--- src/rtl/fifo_sync_buffer.sv ---
// -----------------------------------------------------------------------------
// fifo_sync_buffer
//   Single-clock FIFO between a bursty byte producer (keypad / UART) and a
//   paced consumer (PISO shifter, FND / LED driver). Storage is a plain
//   register array with no reset, so it maps onto distributed RAM. Status
//   flags and read data are all registered: no combinational path runs from
//   wr_en / rd_en to any output.
//
// Optional feature (macro FIFO_ERR_FLAGS_EN):
//   Adds sticky overflow / underflow flags and an err_clr input.
//
// Handshake:
//   A write is accepted when wr_en=1 and the FIFO is not full, or when it is
//   full and a read is accepted on the same edge. A read is accepted when
//   rd_en=1 and the FIFO is not empty. Data from an accepted read appears on
//   dout, with dout_valid high for exactly one cycle, starting on the edge
//   that accepts the read.
//
// Ports:
//   clk        in   system clock, posedge
//   reset_p    in   asynchronous active-high reset
//   wr_en      in   write request
//   din        in   write data [DATA_W]
//   rd_en      in   read request
//   err_clr    in   clear sticky error flags          (FIFO_ERR_FLAGS_EN only)
//   overflow   out  sticky: write while full, no read (FIFO_ERR_FLAGS_EN only)
//   underflow  out  sticky: read while empty          (FIFO_ERR_FLAGS_EN only)
//   dout       out  registered read data [DATA_W]
//   dout_valid out  one-cycle strobe for newly read dout
//   full       out  count == 2**ADDR_W
//   empty      out  count == 0
//   count      out  stored words [ADDR_W+1]
// -----------------------------------------------------------------------------
module fifo_sync_buffer #(
    parameter int DATA_W = 8,
    parameter int ADDR_W = 4
) (
    input  logic              clk,
    input  logic              reset_p,
    input  logic              wr_en,
    input  logic [DATA_W-1:0] din,
    input  logic              rd_en,
`ifdef FIFO_ERR_FLAGS_EN
    input  logic              err_clr,
    output logic              overflow,
    output logic              underflow,
`endif
    output logic [DATA_W-1:0] dout,
    output logic              dout_valid,
    output logic              full,
    output logic              empty,
    output logic [ADDR_W:0]   count
);

    localparam int DEPTH = 1 << ADDR_W;
    localparam logic [ADDR_W:0]   FULL_CNT = DEPTH[ADDR_W:0];
    localparam logic [ADDR_W:0]   CNT_ONE  = {{ADDR_W{1'b0}}, 1'b1};
    localparam logic [ADDR_W-1:0] PTR_ONE  = {{(ADDR_W-1){1'b0}}, 1'b1};

    logic [DATA_W-1:0] r_mem [DEPTH];
    logic [ADDR_W-1:0] r_wr_ptr;
    logic [ADDR_W-1:0] r_rd_ptr;
    logic [ADDR_W:0]   r_count;
    logic              r_full;
    logic              r_empty;
    logic [DATA_W-1:0] r_dout;
    logic              r_dout_valid;

    logic              w_rd_acc;
    logic              w_wr_acc;
    logic [ADDR_W:0]   w_count_nxt;

    // A write into a full FIFO is still legal when a read frees a slot on the
    // same edge.
    assign w_rd_acc = rd_en & ~r_empty;
    assign w_wr_acc = wr_en & (~r_full | w_rd_acc);

    always_comb begin
        w_count_nxt = r_count;
        case ({w_wr_acc, w_rd_acc})
            2'b10:   w_count_nxt = r_count + CNT_ONE;
            2'b01:   w_count_nxt = r_count - CNT_ONE;
            default: w_count_nxt = r_count;
        endcase
    end

    // Storage is left unreset so it can map to distributed RAM. Stale
    // contents can never be read, because reads are gated by empty.
    always_ff @(posedge clk) begin
        if (w_wr_acc) begin
            r_mem[r_wr_ptr] <= din;
        end
    end

    always_ff @(posedge clk or posedge reset_p) begin
        if (reset_p) begin
            r_wr_ptr     <= '0;
            r_rd_ptr     <= '0;
            r_count      <= '0;
            r_full       <= 1'b0;
            r_empty      <= 1'b1;
            r_dout       <= '0;
            r_dout_valid <= 1'b0;
        end else begin
            if (w_wr_acc) begin
                r_wr_ptr <= r_wr_ptr + PTR_ONE;
            end
            // When the FIFO is full and both sides are accepted, rd_ptr and
            // wr_ptr are equal. The nonblocking read sees the old word, so the
            // read happens before the write.
            if (w_rd_acc) begin
                r_dout   <= r_mem[r_rd_ptr];
                r_rd_ptr <= r_rd_ptr + PTR_ONE;
            end
            r_dout_valid <= w_rd_acc;
            r_count      <= w_count_nxt;
            r_full       <= (w_count_nxt == FULL_CNT);
            r_empty      <= (w_count_nxt == '0);
        end
    end

    assign dout       = r_dout;
    assign dout_valid = r_dout_valid;
    assign full       = r_full;
    assign empty      = r_empty;
    assign count      = r_count;

`ifdef FIFO_ERR_FLAGS_EN
    logic r_overflow;
    logic r_underflow;

    // Set has priority over err_clr on the same edge.
    always_ff @(posedge clk or posedge reset_p) begin
        if (reset_p) begin
            r_overflow  <= 1'b0;
            r_underflow <= 1'b0;
        end else begin
            if (wr_en & r_full & ~w_rd_acc) begin
                r_overflow <= 1'b1;
            end else if (err_clr) begin
                r_overflow <= 1'b0;
            end
            if (rd_en & r_empty) begin
                r_underflow <= 1'b1;
            end else if (err_clr) begin
                r_underflow <= 1'b0;
            end
        end
    end

    assign overflow  = r_overflow;
    assign underflow = r_underflow;
`endif

endmodule

--- config.mk ---
export PLATFORM = sky130hd
export DESIGN_NAME = fifo_sync_buffer
export DESIGN_NICKNAME = d
export VERILOG_FILES = /design/src/rtl/fifo_sync_buffer.sv
export SDC_FILE = /design/constraint.sdc
export NUM_CORES = 1
export LEC_CHECK = 0
export ABC_AREA = 1
export ABC_CLOCK_PERIOD_IN_PS = 2800
export BUFFER_PORTS_ARGS = -buffer_cell sky130_fd_sc_hd__buf_2
export CAP_MARGIN = 0
export CORE_UTILIZATION = 50
export CTS_CLUSTER_DIAMETER = 120
export CTS_CLUSTER_SIZE = 40
export DETAILED_ROUTE_END_ITERATION = 12
export GPL_TIMING_DRIVEN = 0
export HOLD_SLACK_MARGIN = 0.15
export PLACE_DENSITY_LB_ADDON = 0.12
export SETUP_SLACK_MARGIN = 0.3
export SLEW_MARGIN = 20
export SYNTH_ARGS = -nofsm -noshare
export SYNTH_HDL_FRONTEND = slang
export SYNTH_SLANG_ARGS = --single-unit
--- constraint.sdc ---
create_clock -name clk -period 2.8 [get_ports clk]
set_clock_uncertainty 0.2 [all_clocks]
set_input_delay 0.56 -clock clk [delete_from_list [all_inputs] [get_ports clk]]
set_output_delay 0.56 -clock clk [all_outputs]
set_load 0.05 [all_outputs]
==> flow_summary.yaml, run 1 <==
clock_network:
  tritoncts: "yes"
  cts_buffers: 17
  htreeDepth: 4
  clkLatencyLatePin_ps: 430
  cts_buffer_depth: 2
  cts_root_buf: "clkbuf_16"
  path_clk_slew_ps: 60
  clock_sinks: 152
  hold_buffers: 0
power:
  p_leak_nw: 2.90
  p_sw_mw: 3.37
  p_int_mw: 5.14
  pwr_density_cell_nw_per_um2: 1150
  pwr-share-comb_pct: 37.4
  switching_share_pct: 39.6
  p_clk_share_pct: 27.0
  ir_drop_mv: 0.615
  seqPwrFrac_pct: 35.6
  total_power_mw: 8.51
global_routing:
  grt_remaining_overflow: 0
  antenna_found_initial: 0
  grtUsageTotal_pct: 24.7
  grt_pass1_wl_um: 22600
  grt_pass1_vias: 4020
  grt_max_degree: 25
timing:
  fin_crit_sh_pct: 84.7
  fmax_mhz: 422
  hold_viol_final: 0
  maxSlewHeadroom_pct: 32.4
  setup_viol_count_final: 0
  rsz0062_at_grt: "no"
  slew_violations: 0
  period_minus_slack_ps: 2370
  setup_tns_ps: 0
  tightest_slew_ps: 1010
  whs_ps: 142
synth:
  synth.avg_cell_area_um2: 11.3
  yosysSeqAreaShare_pct: 69.9
  syn_nets: 581
  synthDistinctLibCells: 27
  syn-instance-count: 561
  yosys_warnings: 0
  synth-seq-cells: 152
  synth_area_um2: 6360
critical_path:
  cp_common_cell: "nor2_1"
  crit_slowest_cell: "dfstp_2"
  end_kind: "flop"
  cpPeakStageDelay_ps: 550
  crit_family: "simple AND/OR/NAND/NOR gates"
  worstPathArrival_ps: 2530
  critPathLaunchType: "flop"
  path_buf_inv: 1
  r2r-start: "empty"
  crit_start: "empty"
  timing_worst_setup_path_type: "flop to flop"
  path_cells: "nor2_4, buf_6, ha_4, nor2_1, nor2_1, ha_1, nand2_2, nand2_2, or2_0, nor2_1, nand3_1, nor2_1"
  critPathMaxFanout: 12
  required_ps: 2960
routing:
  drc_errors: 0
  ant_nets: 0
  wl_per_cell_um: 18.8
  routed.top_layer: "met4"
  wl_um: 14900
  wl_met2_um: 7220
  wl_met3_um: 959
  drt_iter0_drc: 356
  firstDrtPassIters: 5
  met1_length_um: 6440
  vias: 4317
  viasPerCell: 5.46
run_status:
  status: "completed"
cells_and_area:
  final_cell_mix: "nand2_1 (171), edfxtp_1 (128), nand3_1 (83)"
  drive_above_1_share_pct: 15.6
  antenna-diode-count: 0
  area_growth_pct: 15.9
  layout_commonest_cell: "nand2_1"
  fill_cells: 1057
  fin_util_pct: 60.3
  nets: 630
  multi_input_area_um2: 1700
  regArea_um2: 4450
job:
  maxCapViolCount: 0
die:
  coreArea_um2: 12200
  ios: 28
  dieArea_um2: 13200
  start_util_pct: 52.0
  rows: 40
  die_y_um: 115
  die_w_um: 115
worst_hold_path:
  holdCritPathClass: "input port to asynchronous set/reset pin"
placement:
  dp_hpwl_um: 9820
  place_congestion: 0.833
  portBuffers: 27
[repair_timing]
item | in CTS | in global routing
pin swaps | 1 | 4
buffers inserted | 1 | 2
gates resized for setup | 2 | 1
setup endpoints to repair | 2 | 10
[power groups by stage]
| stage | clock network [mW] | registers [mW] | logic (mW) |
|---|---|---|---|
| after detailed placement | 0 | 3.07 | 3.12 |
| after global placement | 0 | 3.06 | 3.06 |
| final | 2.29 | 3.03 | 3.18 |
| after CTS | 2.32 | 3.03 | 3.15 |
| after global routing | 2.40 | 3.06 | 3.48 |
| after floorplan | 0 | 3.41 | 1.84 |
[through the flow]
step	setup WS, ps	cells	area [um^2]
after floorplan	301	561	6390
after global placement	-52.3	756	6730
after detailed placement	-76.8	756	6730
after CTS	329	789	7350
after global routing	296	791	7360
final	430	791	7360
[worst paths after layout]
| kind | to | slack (ps) | cells past startpoint |
|---|---|---|---|
| worst max-delay path | full | 430 | 12 |
| worst min-delay path | count[1] | 140 | 2 |
| worst max register to register | full | 430 | 12 |
| worst min register to register | dout[1] | 280 | 2 |
| max in group asynchronous | count[4] | 1680 | 2 |
| min in group clk | r_wr_ptr[0] | 250 | 3 |
[cell usage after synthesis (all sizes together)]
cell	n	area (um^2)
nand2	176	668
or2	1	6.26
o21ai	16	80.1
clkinv	1	3.75
nand4	3	18.8
inv	23	86.3
xor2	6	52.6
edfxtp	128	3840
dfstp	1	26.3
a21boi	4	30.0
ha	8	100
buf	20	138
o22ai	4	25.0
clkbuf	4	15.0
xnor2	1	8.76
nor3	1	10.0
a21oi	16	80.1
dfrtp	23	576
nand3	83	415
nor2	42	173
[logic make-up after synthesis]
family          Yosys count  synth area share, %
simple gates            306                 20.3
buf+inv                  48                 3.82
xor+xnor                  7                0.965
compound gates           40                 3.39
fa+ha+maj                 8                 1.57
flops                   152                 69.9
[area by class of cell]
type                            instances  share of cell area (%)
Clock inverter                         15                    2.38
Buffer                                 24                    2.17
Timing Repair Buffer                   30                    2.14
Clock buffer                           17                    5.78
Tap cell                              168                    2.85
Inverter                               24                    1.29
Sequential cell                       152                    60.4
Multi-Input combinational cell        361                    23.0
[flip-flops by register name, summed over array words and instances (netlist names)]
signal      cells
dout_valid      1
empty           1
r_wr_ptr        4
full            1
r_mem         128
count           5
r_rd_ptr        4
dout            8
[worst register-to-register path: stages (launching register included)]
cell	delay [ps]
dfstp_2	550
nor2_4	60
buf_6	150
ha_4	180
nor2_1	140
nor2_1	80
ha_1	300
nand2_2	70
nand2_2	40
or2_0	220
nor2_1	100
nand3_1	100
nor2_1	100
[per-layer routing]
metal	global-route usage (%)	vias up
met5	0	-
met4	9.61	0
met3	5.85	21
met2	39.6	154
met1	32.9	2116
li1	-	2026
(Power assumes the default switching activity.)
==> run 2: changes to the inputs <==
- ABC_CLOCK_PERIOD_IN_PS: 2800 -> 2100
- clock period: 2.8 -> 2.1 ns (I/O delays scaled with it)
==> flow_summary.yaml, run 2 (synthesis gave the netlist of run 1 again) <==
global_routing:
  grtUsageTotal_pct: 26.1
  grt_pass1_vias: 4480
  grt_remaining_overflow: 0
  antenna_found_initial: 0
  grt_max_degree: 25
  grt_pass1_wl_um: 24500
critical_path:
  r2r-start: "empty"
  crit_slowest_cell: "dfstp_2"
  required_ps: 2250
  reg2reg_to: "full"
  timing_worst_setup_path_type: "flop to flop"
  cpPeakStageDelay_ps: 550
  reg2reg_depth: 15
  end_kind: "flop"
  critPathLaunchType: "flop"
  worstPathArrival_ps: 2370
  path_cells: "nor2_4, inv_4, nand2_4, nand2_8, ha_4, nand2_2, inv_2, nor2_4, ha_4, nand2_2, nand2_2, or2_4, nor2_4, nand3_2, nor2_2"
  critPathMaxFanout: 3
  r2r_setup_slack_ps: -120
cells_and_area:
  area_growth_pct: 28.8
  drive_above_1_share_pct: 27.0
  regMostFlops: "r_mem"
  layout_commonest_cell: "nand2_1"
  final_cell_mix: "nand2_1 (159), edfxtp_1 (128), nand3_1 (80)"
  largest_reg_flops: 128
  fill_cells: 899
  nets: 660
  design_area_um2: 8190
  antenna-diode-count: 0
  finalNonFillerCells: 821
timing:
  period_minus_slack_ps: 2220
  rsz0062_at_grt: "yes"
  fin_crit_sh_pct: 106
  tightest_slew_ps: 550
  setup_viol_count_final: 3
  whs_ps: 184
  maxSlewHeadroom_pct: 63.3
  fmax_mhz: 451
  slew_violations: 0
  worst_slack_ps: -118
  hold_viol_final: 0
die:
  ios: 28
  die_y_um: 115
  start_util_pct: 52.0
  dieArea_um2: 13200
  rows: 40
  coreArea_um2: 12200
  die_w_um: 115
clock_network:
  path_clk_slew_ps: 70
  cts_buffers: 17
  cts_buffer_depth: 2
  htreeDepth: 4
  tritoncts: "yes"
  clock_sinks: 152
  clkLatencyLatePin_ps: 430
  cts_root_buf: "clkbuf_16"
placement:
  place_inst: 756
  portBuffers: 27
  dp_hpwl_um: 9870
  place_congestion: 0.852
  dp_slack_ps: -605
  dpl_cell_area_um2: 6890
run_status:
  violations: "setup timing"
  status: "complete, but fails checks"
worst_hold_path:
  holdPathEnd: "r_mem[12][6]"
  hold_path_depth: 1
  hp-start: "din[6]"
  holdCritPathClass: "input port to flop"
routing:
  wl_per_cell_um: 19.6
  vias: 4497
  ant_nets: 0
  drt_iter0_drc: 439
  firstDrtPassIters: 5
  viasPerCell: 5.48
  drc_errors: 0
  wl_um: 16100
job:
  maxCapViolCount: 0
power:
  ir_drop_mv: 0.731
  p_leak_nw: 3.16
  pwr_density_cell_nw_per_um2: 1520
-- run 2: cell type report --
class	count	area (um^2)	share of cell area (%)
flip-flops and latches	152	4450	54.4
multi-input cells	361	1990	24.3
repair buffers	60	612	7.47
clock buffers	19	433	5.29
plain buffers	24	226	2.77
well taps	168	210	2.57
clock inverters	13	151	1.85
inverters	24	113	1.38
-- run 2: layer usage --
layer | global-route usage, % | routed length (um) | vias to the layer above
met3 | 5.22 | 1090 | 30
met4 | 12.0 | 352 | 0
met2 | 43.5 | 8160 | 189
met1 | 33.3 | 6480 | 2178
met5 | 0 | 0 | -
li1 | - | - | 2100
-- run 2: worst max-delay path, delay by kind of cell, from the launching register on --
kind                       cells  cell delay (ps)
adders and majority gates      2              360
buffers and inverters          2              140
DFF                            1              550
and+or+nand+nor               11              890
-- run 2: per-stage QoR --
stage / TNS [ps] / power (mW) / util, %
after CTS: -408 / 12.0 / 65.7
final: -240 / 12.4 / 67.0
after global placement: -11980 / 8.39 / 56.4
after detailed placement: -17300 / 8.48 / 56.4
after global routing: -690 / 13.0 / 67.0
after floorplan: -1050 / 7.22 / -
-- run 2: repair_timing --
action	4_1_cts	5_1_grt
pin swaps	32	23
endpoints found under the setup margin	143	146
hold buffers	1	0
endpoints found under the hold margin	23	0
setup buffers	28	4
resized for setup	38	44
-- run 2: how the worst max path moves through the flow --
stage | startpoint | end
after CTS | empty | full
after global routing | empty | full
after floorplan | empty | empty
final | empty | full
after global placement | rd_en | full
after detailed placement | rd_en | empty
-- run 2: report_power, final --
group	internal [mW]	leakage, nW	switching, mW
clock	1.86	0.286	1.20
sequential	3.78	1.44	0.286
combinational	1.76	1.43	3.53
